`src/rtl/nibble_serial_add16.sv`:
```
// ============================================================================
// Module   : nibble_serial_add16
// Brief    : W-bit adder built by stepping one external 4-bit ripple-carry
//            slice across the operands, one nibble per clock.
// Revision : 1.0 - initial release
// ============================================================================
`default_nettype none

module nibble_serial_add16 #(
    parameter int NIBBLES = 4
) (
    input  logic                   clk,
    input  logic                   rst,
    input  logic                   start,
    input  logic [4*NIBBLES-1:0]   a_in,
    input  logic [4*NIBBLES-1:0]   b_in,
    input  logic                   c_in,
    output logic                   busy,
    output logic                   done,
    output logic [4*NIBBLES-1:0]   sum,
    output logic                   c_out,
    output logic                   overflow,
    output logic [3:0]             slice_a,
    output logic [3:0]             slice_b,
    output logic                   slice_cin,
    input  logic [3:0]             slice_sum,
    input  logic                   slice_cout
);

    localparam int W     = 4 * NIBBLES;
    localparam int IDX_W = (NIBBLES > 1) ? $clog2(NIBBLES) : 1;

    localparam logic [0:0] S_IDLE = 1'b0;
    localparam logic [0:0] S_RUN  = 1'b1;

    logic [0:0]       r_state;
    logic [W-1:0]     r_a;
    logic [W-1:0]     r_b;
    logic             r_carry;
    logic [IDX_W-1:0] r_idx;
    logic [W-1:0]     r_work;
    logic [W-1:0]     r_sum;
    logic             r_c_out;
    logic             r_overflow;
    logic             r_done;

    logic             w_run;
    logic             w_last;
    logic [IDX_W+1:0] w_base;
    logic [W-1:0]     w_final;

    assign w_run  = (r_state == S_RUN);
    assign w_last = (r_idx == IDX_W'(NIBBLES - 1));
    assign w_base = {r_idx, 2'b00};

    // Final result: accumulated lower nibbles with the top nibble taken live
    // from the slice, so the completed sum is published on the last edge.
    always_comb begin
        w_final           = r_work;
        w_final[W-4 +: 4] = slice_sum;
    end

    assign slice_a   = w_run ? r_a[w_base +: 4] : 4'h0;
    assign slice_b   = w_run ? r_b[w_base +: 4] : 4'h0;
    assign slice_cin = w_run ? r_carry : 1'b0;

    always_ff @(posedge clk) begin
        if (rst) begin
            r_state    <= S_IDLE;
            r_a        <= '0;
            r_b        <= '0;
            r_carry    <= 1'b0;
            r_idx      <= '0;
            r_work     <= '0;
            r_sum      <= '0;
            r_c_out    <= 1'b0;
            r_overflow <= 1'b0;
            r_done     <= 1'b0;
        end else begin
            r_done <= 1'b0;
            case (r_state)
                S_IDLE: begin
                    if (start) begin
                        r_a     <= a_in;
                        r_b     <= b_in;
                        r_carry <= c_in;
                        r_idx   <= '0;
                        r_state <= S_RUN;
                    end
                end
                S_RUN: begin
                    r_work[w_base +: 4] <= slice_sum;
                    r_carry             <= slice_cout;
                    if (w_last) begin
                        r_idx      <= '0;
                        r_sum      <= w_final;
                        r_c_out    <= slice_cout;
                        r_overflow <= (r_a[W-1] == r_b[W-1]) &&
                                      (slice_sum[3] != r_a[W-1]);
                        r_done     <= 1'b1;
                        r_state    <= S_IDLE;
                    end else begin
                        r_idx <= r_idx + 1'b1;
                    end
                end
                default: r_state <= S_IDLE;
            endcase
        end
    end

    assign busy     = w_run;
    assign done     = r_done;
    assign sum      = r_sum;
    assign c_out    = r_c_out;
    assign overflow = r_overflow;

endmodule

`default_nettype wire

```
`config.mk`:
```
export PLATFORM = sky130hd
export DESIGN_NAME = nibble_serial_add16
export DESIGN_NICKNAME = d
export VERILOG_FILES = /design/src/rtl/nibble_serial_add16.sv
export SDC_FILE = /design/constraint.sdc
export NUM_CORES = 1
export LEC_CHECK = 0
export CAP_MARGIN = 20
export CORE_ASPECT_RATIO = 1.4
export CORE_UTILIZATION = 25
export DETAILED_ROUTE_END_ITERATION = 12
export GPL_ROUTABILITY_DRIVEN = 0
export PLACE_DENSITY = 0.51
export SLEW_MARGIN = 15
export SYNTH_ARGS = -nofsm -noshare
export SYNTH_HDL_FRONTEND = slang
export SYNTH_SLANG_ARGS = --single-unit
```
`constraint.sdc`:
```
create_clock -name clk -period 5.2 [get_ports clk]
set_clock_uncertainty 0.1 [all_clocks]
set_input_delay 1.3 -clock clk [delete_from_list [all_inputs] [get_ports clk]]
set_output_delay 1.3 -clock clk [all_outputs]
set_load 0.01 [all_outputs]
```
==> summary.txt, run 1 <==
Run status
  • Status: completed

Finish
  • Diode count: 0
  • Synth-to-Final Area Change: 41.50%
  • Layout cell share with drive strength beyond 1: 0.07759
  • Fin cells: 486
  • Layout Nets: 389

Die
  • Die Span Y: 124.2 um
  • Die X: 89.26 um
  • FP Rows: 44
  • Num ports: 70
  • Initial Utilization: 0.2575
  • Die ar.: 0.01108 mm^2
  • Core Area: 0.01035 mm^2

Clock network
  • Resized cells post-CTS: 0
  • CTS max path bufs: 2
  • Total CTS buffers: 9
  • CTS tree: built
  • Clock Root Buffer: clkbuf_16
  • CTS sink cnt: 67
  • Post-CTS Hold Fix Bufs: 0
  • H-tree level count: 3
  • Postcts setup bufs: 0
  • Worst-skew pair later-pin latency: 0.33 ns
  • Clk slew on worst S/H paths: 0.06 ns

Timing
  • RSZ-0062 raised after global routing: false
  • Crit path setup slack, layout: 1.208 ns
  • Fin crit share: 0.7678
  • Slew @ Worst Pin: 0.9584 ns
  • Normalized max-slew margin: 0.3602
  • Worst hold slack: 0.3504 ns
  • Fin Setup TNS: 0 ns
  • Max Fclk: 0.2505 GHz
  • Final slew viol count: 0
  • Final setup viols: 0
  • Final hold viol count: 0
  • Minimum clock period: 3.992 ns

Route
  • Routed via count: 2205
  • Pre-Repair DR Iteration Count: 4
  • WL final: 6716 um
  • DRC: 0
  • Starting DRT DRC Count: 73
  • Antenna Nets Post-Route: 0
  • Routed length per instance: 13.82 um
  • Post-DR vias/cell: 4.537

Yosys
  • Mapped Cells: 282
  • Ys async rst share: 0
  • Mean Syn Cell Area: 9.451 um^2
  • Flops & latches, synth: 67
  • Post-Syn Area: 0.002665 mm^2
  • YS warnings: 0
  • Mapped Nets: 328
  • Netlist cell types: 30
  • Synth Flop Type: dfxtp_1
  • Register area share after synthesis: 0.5033
  • EDFF count, synth: 0

Place
  • DP Cell Count: 470
  • Final HPWL DP: 4628 um
  • Port bufs: 69
  • Setup WS pre-CTS: 1.538 ns

Setup path
  • R2R depth: 4
  • CP max-delay cell: dfxtp_1
  • Worst r2r src: busy$_SDFF_PP0_
  • WS Path Type: register to primary output
  • CP Cell Sequence: mux4_1 > and2_1 > clkdlybuf4s50_1
  • CP Capture Type: primary output
  • Reg-to-Reg End: r_b[14]$_SDFFE_PP0P_
  • Worst-path maximum fanout: 19
  • R2R setup slack: 2.77 ns
  • CP max stage delay: 0.95 ns
  • Worst path bufs/invs: 1
  • CP arrival: 2.59 ns
  • Worst EP required: 3.80 ns
  • Type of origin of the critical path: register
  • CP top delay family: flip-flops

Pwr
  • Max IR drop VDD: 0.1486 mV
  • Clock power share: 0.515
  • Switching part of the total: 0.2196
  • Power Dens Cells: 359.0 mW/mm^2
  • Net switching power: 0.0002974 W
  • Sequential share of power: 0.406
  • Cell-internal power: 0.001057 W
  • Comb pwr share: 0.079
  • Lkg Pwr: 1.383 nW

GRT
  • GRT Total Usage: 0.1339
  • Overflow after GRT: 0
  • Largest net degree at the start of global routing: 50
  • First-pass GRT wire length: 10900 um
  • Vias in the first global route: 2269
  • Antenna violations before repair: 0

Hold path
  • Hold endpoint: r_a[8]$_SDFFE_PP0P_
  • Hold crit path type: register to register
  • Worst hold start: r_a[8]$_SDFFE_PP0P_
  • Hold depth: 2

Flow run
  • Number of max-cap violations: 0
## cell type report
class	count	area, um^2
well taps	138	172.7
repair buffers	71	700.7
fillers	1119	6579
clock inverters	7	116.4
inverters	2	7.507
flip-flops and latches	67	1341
clock buffers	9	225.2
multi-input cells	192	1207
## cells by family after synthesis
kind of cell	after synthesis	share of synthesized area
AO/OA/AOI/OAI	66	0.1573
AND/OR/NAND/NOR	111	0.1873
flip-flops	67	0.5033
multiplexers	10	0.08404
buffers and inverters	23	0.04460
adder cells (fa/ha/maj)	5	0.02347
## tightest hold or removal path, stage by stage, from the launching register on
cell	delay, ns
dfxtp_1	0.30
nand2_1	0.05
a21oi_1	0.05
## power groups by stage
stage               sequential [W]  combinational [W]  clock (W)
floorplan                 0.000549          0.0000663          0
detailed placement        0.000561           0.000108          0
global route              0.000552           0.000119   0.000733
global placement          0.000560           0.000107          0
finish                    0.000549           0.000107   0.000697
CTS                       0.000550           0.000109   0.000712
## flip-flops by register name, indices dropped and copies added (netlist names)
name	count
sum	16
r_work	12
busy	1
overflow	1
c_out	1
r_idx	2
r_b	16
r_a	16
r_carry	1
done	1
## metrics by stage
step	power, W	utilization	area, um^2
3_3_place_gp	0.0006673	0.3314	3430
3_5_place_dp	0.0006700	0.3314	3430
6_report	0.001354	0.3644	3771
5_1_grt	0.001404	0.3644	3771
4_1_cts	0.001371	0.3644	3771
2_1_floorplan	0.0006152	-	2665
## cell usage in the layout, fill, tap and decap left out, types with 3 or more instances in the layout
cell | Yosys | final
a32oi_1 | 4 | 4
ha_1 | 5 | 5
nor2_1 | 8 | 8
clkdlybuf4s50_1 | 0 | 68
nand4_1 | 8 | 8
and2_1 | 9 | 9
mux4_1 | 6 | 6
dfxtp_1 | 67 | 67
clkbuf_16 | 0 | 9
nand2_1 | 76 | 76
bufinv_16 | 0 | 3
a21oi_1 | 41 | 41
a22o_1 | 18 | 18
## metal layers
layer	up-vias	part of all wire	GRT usage	routed length (um)
li1	1107	-	-	-
met3	13	0.047	0.03711	315
met5	-	0	0	0
met1	1036	0.42	0.1448	2831
met4	0	0.023	0.06548	155
met2	49	0.51	0.2366	3414
## worst max path at each step
stage	startpoint	endpoint	slack [ns]	cells past startpoint
floorplan	r_idx[0]$_SDFFE_PP0P_	slice_b[2]	2.52	4
global placement	r_idx[0]$_SDFFE_PP0P_	slice_a[2]	1.60	3
detailed placement	r_idx[0]$_SDFFE_PP0P_	slice_a[1]	1.54	3
CTS	r_idx[0]$_SDFFE_PP0P_	slice_a[1]	1.18	3
global route	r_idx[0]$_SDFFE_PP0P_	slice_a[2]	1.10	3
finish	r_idx[0]$_SDFFE_PP0P_	slice_a[1]	1.21	3
## Yosys cell counts (2+ instances only)
library cell  count  area share
nand2_1          76        0.11
dfxtp_1          67        0.50
a21oi_1          41       0.077
a22o_1           18       0.059
buf_2            10       0.019
and2_1            9       0.021
nand4_1           8       0.019
nor2_1            8       0.011
mux4_1            6       0.059
clkbuf_1          5      0.0070
ha_1              5       0.023
a32oi_1           4       0.013
buf_1             3      0.0042
nor2b_1           3      0.0070
inv_1             2      0.0028
mux4_2            2       0.017
nand2b_1          2      0.0047
Note: power is estimated with default switching activity, not from simulation.
==> run 2: changes to the inputs <==
--- a/config.mk
+++ b/config.mk
@@ -10,7 +10,7 @@
 export CORE_UTILIZATION = 25
 export DETAILED_ROUTE_END_ITERATION = 12
 export GPL_ROUTABILITY_DRIVEN = 0
-export PLACE_DENSITY = 0.51
+export PLACE_DENSITY = 0.52
 export SLEW_MARGIN = 15
 export SYNTH_ARGS = -nofsm -noshare
 export SYNTH_HDL_FRONTEND = slang
==> constraint.sdc (replaced) <==
create_clock -name clk -period 3.3 [get_ports clk]
set_clock_uncertainty 0.1 [all_clocks]
set_input_delay 0.825 -clock clk [delete_from_list [all_inputs] [get_ports clk]]
set_output_delay 0.825 -clock clk [all_outputs]
set_load 0.01 [all_outputs]
==> summary.txt, run 2 (synthesis gave the netlist of run 1 again) <==
Pwr
  • Max IR drop VDD: 0.2258 mV (was 0.1486 mV)
  • Lkg Pwr: 1.389 nW (was 1.383 nW)
  • Power Dens Cells: 528.3 mW/mm^2 (was 359.0 mW/mm^2)
  • Clock power share: 0.478 (was 0.515)
  • Cell-internal power: 0.001555 W (was 0.001057 W)
  • Sequential share of power: 0.430 (was 0.406)
  • Net switching power: 0.0004327 W (was 0.0002974 W)
  • Comb pwr share: 0.092 (was 0.079)
  • Switching part of the total: 0.2177 (was 0.2196)

Setup path
  • CP max-delay cell: mux4_1 (was dfxtp_1)
  • Type of origin of the critical path: register (unchanged)
  • WS Path Type: register to primary output (unchanged)
  • CP Capture Type: primary output (unchanged)
  • CP max stage delay: 0.54 ns (was 0.95 ns)
  • CP arrival: 2.15 ns (was 2.59 ns)
  • Worst EP required: 2.37 ns (was 3.80 ns)
  • Worst r2r src: r_idx[1]$_SDFFE_PP0P_ (was busy$_SDFF_PP0_)
  • CP Launch Point: r_idx[0]$_SDFFE_PP0P_ (unchanged)
  • Worst-path maximum fanout: 5 (was 19)
  • CP Cell Sequence: buf_4 > mux4_1 > and2_1 > clkdlybuf4s50_1 (was mux4_1 > and2_1 > clkdlybuf4s50_1)

Timing
  • Slew @ Worst Pin: 0.9344 ns (was 0.9584 ns)
  • Fin crit share: 0.9330
  • Minimum clock period: 3.079 ns
  • RSZ-0062 raised after global routing: false (unchanged)
  • Final slew viol count: 0 (unchanged)
  • Final setup viols: 0 (unchanged)
  • Fin Setup TNS: 0 ns (unchanged)
  • Worst hold slack: 0.3480 ns (was 0.3504 ns)
  • Max Fclk: 0.3248 GHz
  • Final hold viol count: 0 (unchanged)
  • Normalized max-slew margin: 0.3771 (was 0.3602)
  • Crit path setup slack, layout: 0.2212 ns (was 1.208 ns)

Die
  • Die X: 89.26 um (unchanged)
  • Die ar.: 0.01108 mm^2 (unchanged)
  • Core Area: 0.01035 mm^2 (unchanged)
  • FP Rows: 44 (unchanged)
  • Die Span Y: 124.2 um (unchanged)
  • Num ports: 70 (unchanged)
  • Initial Utilization: 0.2575 (unchanged)

Place
  • Setup WS pre-CTS: 0.5468 ns (was 1.538 ns)
  • Final HPWL DP: 4360 um (was 4628 um)
  • Port bufs: 69 (unchanged)

GRT
  • Overflow after GRT: 0 (unchanged)
  • GRT Total Usage: 0.1245 (was 0.1339)
  • First-pass GRT wire length: 10180 um (was 10900 um)
  • Vias in the first global route: 2087 (was 2269)
  • Antenna violations before repair: 0 (unchanged)
  • Largest net degree at the start of global routing: 35 (was 50)

Clock network
  • Clock Root Buffer: clkbuf_16 (unchanged)
  • H-tree level count: 3 (unchanged)
  • Resized cells post-CTS: 0 (unchanged)
  • Clk slew on worst S/H paths: 0.05 ns (was 0.06 ns)
  • CTS tree: built (unchanged)
  • Postcts setup bufs: 0 (unchanged)
  • Total CTS buffers: 9 (unchanged)
  • CTS max path bufs: 2 (unchanged)
  • Post-CTS Hold Fix Bufs: 0 (unchanged)
  • Worst-skew pair later-pin latency: 0.32 ns (was 0.33 ns)
  • CTS sink cnt: 67 (unchanged)

Finish
  • Layout cell share with drive strength beyond 1: 0.08239 (was 0.07759)
  • Most frequent cells in the layout: nand2_1, clkdlybuf4s50_1, dfxtp_1, a21oi_1, a22o_1 (unchanged)
  • Register Area: 0.001341 mm^2 (unchanged)
  • Filler cells: 1131 (was 1119)
  • Synth-to-Final Area Change: 41.17% (was 41.50%)
  • Layout Nets: 394 (was 389)
  • Most common cell after layout, fill and taps aside: nand2_1 (unchanged)
  • Diode count: 0 (unchanged)
  • Area of the multi-input gates: 0.001207 mm^2 (unchanged)

Route
  • DRC: 0 (unchanged)
  • Pre-Repair DR Iteration Count: 5 (was 4)
  • Routed length per instance: 13.14 um (was 13.82 um)
  • Post-DR vias/cell: 4.471 (was 4.537)
  • WL final: 6438 um (was 6716 um)
  • Starting DRT DRC Count: 33 (was 73)
  • Routed via count: 2191 (was 2205)
  • Antenna Nets Post-Route: 0 (unchanged)

Flow run
  • Number of max-cap violations: 0 (unchanged)

Hold path
  • Worst hold start: r_a[6]$_SDFFE_PP0P_ (was r_a[8]$_SDFFE_PP0P_)
  • Hold crit path type: register to register (unchanged)

Run status
  • Status: completed (unchanged)
-- run 2: changes by cell type in the layout (fill, tap and decap cells not counted) --
cell	previous run	this run
clkinvlp_4	1	0
buf_4	2	7
bufinv_16	3	1
clkinv_4	1	0
clkbuf_8	0	2
clkbuf_1	0	2
clkinv_2	2	1
-- run 2: through the flow --
step | utilization | instances | total power [W] | area (um^2)
final | 0.3635 | 490 | 0.001988 | 3762
after global routing | 0.3635 | 490 | 0.002065 | 3762
after CTS | 0.3635 | 490 | 0.002015 | 3762
after detailed placement | 0.3350 | 475 | 0.001057 | 3467
after global placement | 0.3350 | 475 | 0.001054 | 3467
after floorplan | - | 282 | 0.0009694 | 2665
-- run 2: worst paths after layout --
kind / to / slack, ns / cells after the start
hold reg to reg: r_a[6]$_SDFFE_PP0P_ / 0.35 / 2
hold / removal: r_a[6]$_SDFFE_PP0P_ / 0.35 / 2
setup reg to reg: sum[13]$_SDFFE_PP0P_ / 1.24 / 4
setup / recovery: slice_b[0] / 0.22 / 4
-- run 2: power groups by stage --
stage	registers [W]	logic (W)	clock network, W
global placement	0.000870	0.000184	0
floorplan	0.000865	0.000105	0
CTS	0.000854	0.000187	0.000974
global route	0.000858	0.000204	0.00100
finish	0.000854	0.000184	0.000950
detailed placement	0.000871	0.000185	0
-- run 2: area by class of cell --
| type | instances | area share |
|---|---|---|
| Sequential cell | 67 | 0.3565 |
| Multi-Input combinational cell | 192 | 0.3209 |
| Timing Repair Buffer | 76 | 0.1962 |
| Clock buffer | 13 | 0.06917 |
| Tap cell | 138 | 0.04589 |
| Clock inverter | 2 | 0.009312 |
| Inverter | 2 | 0.001995 |
-- run 2: worst max-delay path: cells and delay by family (launching register included) --
family,cells,cell delay [ns]
multiplexers,1,0.54
buffers and inverters,2,0.68
flip-flops,1,0.43
AND/OR/NAND/NOR,1,0.18
-- run 2: layer usage --
| metal | wire, um | share of wire | vias up | global-route usage |
|---|---|---|---|---|
| li1 | - | - | 1112 | - |
| met1 | 2860 | 0.44 | 1010 | 0.1464 |
| met2 | 3126 | 0.49 | 57 | 0.2047 |
| met3 | 269 | 0.042 | 12 | 0.02584 |
| met4 | 180 | 0.028 | 0 | 0.07738 |
| met5 | 0 | 0 | - | 0 |
==> run 3: changes to the inputs <==
--- a/config.mk
+++ b/config.mk
@@ -10,6 +10,7 @@
 export CORE_UTILIZATION = 25
 export DETAILED_ROUTE_END_ITERATION = 12
 export GPL_ROUTABILITY_DRIVEN = 0
+export HOLD_SLACK_MARGIN = 0.1
 export PLACE_DENSITY = 0.52
 export SLEW_MARGIN = 15
 export SYNTH_ARGS = -nofsm -noshare
==> constraint.sdc (replaced) <==
create_clock -name clk -period 3.3 [get_ports clk]
set_clock_uncertainty 0.1 [all_clocks]
set_input_delay 0.99 -clock clk [delete_from_list [all_inputs] [get_ports clk]]
set_output_delay 0.99 -clock clk [all_outputs]
set_load 0.01 [all_outputs]
==> summary.txt, run 3 (synthesis gave the netlist of run 1 again) <==
Die
  • Core Area: 0.01035 mm^2 (unchanged)
  • Die X: 89.26 um (unchanged)
  • Die ar.: 0.01108 mm^2 (unchanged)
  • Die Span Y: 124.2 um (unchanged)
  • Num ports: 70 (unchanged)
  • Initial Utilization: 0.2575 (unchanged)
  • FP Rows: 44 (unchanged)

Clock network
  • Post-CTS Hold Fix Bufs: 0 (unchanged)
  • Clk slew on worst S/H paths: 0.06 ns (was 0.05 ns)
  • CTS tree: built (unchanged)
  • Clock Root Buffer: clkbuf_16 (unchanged)
  • Total CTS buffers: 9 (unchanged)
  • CTS max path bufs: 2 (unchanged)
  • CTS sink cnt: 67 (unchanged)
  • Worst-skew pair later-pin latency: 0.33 ns (was 0.32 ns)
  • H-tree level count: 3 (unchanged)

Finish
  • Area of the multi-input gates: 0.001207 mm^2 (unchanged)
  • Layout Nets: 393 (was 394)
  • Final core occ: 0.3663 (was 0.3635)
  • Layout cell share with drive strength beyond 1: 0.08807 (was 0.08239)
  • Register Area: 0.001341 mm^2 (unchanged)
  • Synth-to-Final Area Change: 42.25% (was 41.17%)
  • Filler cells: 1107 (was 1131)
  • Most common cell after layout, fill and taps aside: nand2_1 (unchanged)
  • Most frequent cells in the layout: nand2_1, clkdlybuf4s50_1, dfxtp_1, a21oi_1, a22o_1 (unchanged)
  • Diode count: 0 (unchanged)

GRT
  • Vias in the first global route: 2060 (was 2087)
  • Overflow after GRT: 0 (unchanged)
  • Antenna violations before repair: 0 (unchanged)
  • GRT Total Usage: 0.1205 (was 0.1245)
  • Largest net degree at the start of global routing: 48 (was 35)
  • First-pass GRT wire length: 9853 um (was 10180 um)

Route
  • Routed via count: 2154 (was 2191)
  • DRC: 0 (unchanged)
  • Starting DRT DRC Count: 73 (was 33)
  • WL final: 6265 um (was 6438 um)
  • Pre-Repair DR Iteration Count: 4 (was 5)
  • Antenna Nets Post-Route: 0 (unchanged)
  • Routed length per instance: 12.79 um (was 13.14 um)
  • Post-DR vias/cell: 4.396 (was 4.471)

Setup path
  • Worst-path maximum fanout: 15 (was 5)
  • Type of origin of the critical path: register (unchanged)
  • CP Capture Type: primary output (unchanged)
  • WS Path Type: register to primary output (unchanged)
  • CP arrival: 2.09 ns (was 2.15 ns)
  • Worst EP required: 2.21 ns (was 2.37 ns)

Timing
  • Normalized max-slew margin: 0.4218 (was 0.3771)
  • Max Fclk: 0.3144 GHz (was 0.3248 GHz)
  • RSZ-0062 raised after global routing: false (unchanged)
  • Worst hold slack: 0.3491 ns (was 0.3480 ns)
  • Fin crit share: 0.9637 (was 0.9330)
  • Fin Setup TNS: 0 ns (unchanged)
  • Final slew viol count: 0 (unchanged)
  • Slew @ Worst Pin: 0.8673 ns (was 0.9344 ns)
  • Minimum clock period: 3.180 ns (was 3.079 ns)
  • Final setup viols: 0 (unchanged)
  • Final hold viol count: 0 (unchanged)

Pwr
  • Power Dens Cells: 546.1 mW/mm^2 (was 528.3 mW/mm^2)
  • Lkg Pwr: 1.394 nW (was 1.389 nW)
  • Max IR drop VDD: 0.2272 mV (was 0.2258 mV)

Run status
  • Status: completed (unchanged)

Place
  • Final HPWL DP: 4279 um (was 4360 um)
  • Port bufs: 69 (unchanged)

Flow run
  • Number of max-cap violations: 0 (unchanged)

Hold path
  • Hold crit path type: register to register (unchanged)
## run 3: changes by cell type in the layout (fill, tap and decap cells not counted)
cell,previous run,this run
clkinvlp_4,0,2
clkbuf_1,2,0
bufinv_16,1,2
buf_4,7,5
clkbuf_8,2,1
buf_6,0,1
clkinv_4,0,1
## run 3: critical path, stage by stage (launching register included)
cell and delay, ns:
dfxtp_1 0.35, buf_6 0.19, mux4_1 0.57, and2_1 0.18
clkdlybuf4s50_1 0.47
## run 3: timing repair
action                                  in CTS  in global routing
setup buffers                                0                  0
hold endpoints to repair                     0                  0
resized for setup                            0                  1
endpoints found under the setup margin       0                  1
## run 3: layout make-up
type | instances | share of cell area
clock buffers | 10 | 0.06304
clock inverters | 6 | 0.02343
inverters | 2 | 0.001980
multi-input cells | 192 | 0.3185
flip-flops and latches | 67 | 0.3538
well taps | 138 | 0.04554
repair buffers | 75 | 0.1937
## run 3: metrics by stage
step | setup WS (ns) | power (W) | cells | cell area, um^2
6_report | 0.1198 | 0.002070 | 490 | 3791
5_1_grt | 0.03670 | 0.002163 | 490 | 3791
2_1_floorplan | 0.9275 | 0.0009694 | 282 | 2665
3_5_place_dp | 0.4271 | 0.001055 | 474 | 3460
3_3_place_gp | 0.4568 | 0.001051 | 474 | 3460
4_1_cts | 0.05082 | 0.002106 | 490 | 3787
## run 3: where the power goes
part           switching [W]  leakage (nW)  internal, W
registers          0.0000147         0.546     0.000837
logic              0.0000861         0.694    0.0000959
clock network       0.000355         0.155     0.000681
total               0.000456          1.39      0.00161
## run 3: worst paths after layout
check                        startpoint                   to  cells past startpoint  slack [ns]
setup / recovery  r_idx[0]$_SDFFE_PP0P_           slice_b[3]                      4        0.12
setup reg to reg  r_idx[1]$_SDFFE_PP0P_  sum[2]$_SDFFE_PP0P_                      4        1.30
hold reg to reg     r_a[3]$_SDFFE_PP0P_  r_a[3]$_SDFFE_PP0P_                      2        0.35
hold / removal      r_a[3]$_SDFFE_PP0P_  r_a[3]$_SDFFE_PP0P_                      2        0.35
## run 3: per-layer routing
| metal | track usage | vias up | share of wire |
|---|---|---|---|
| met1 | 0.1389 | 980 | 0.44 |
| met5 | 0 | - | 0 |
| li1 | - | 1113 | - |
| met2 | 0.2037 | 53 | 0.50 |
| met3 | 0.03579 | 8 | 0.045 |
| met4 | 0.05357 | 0 | 0.017 |
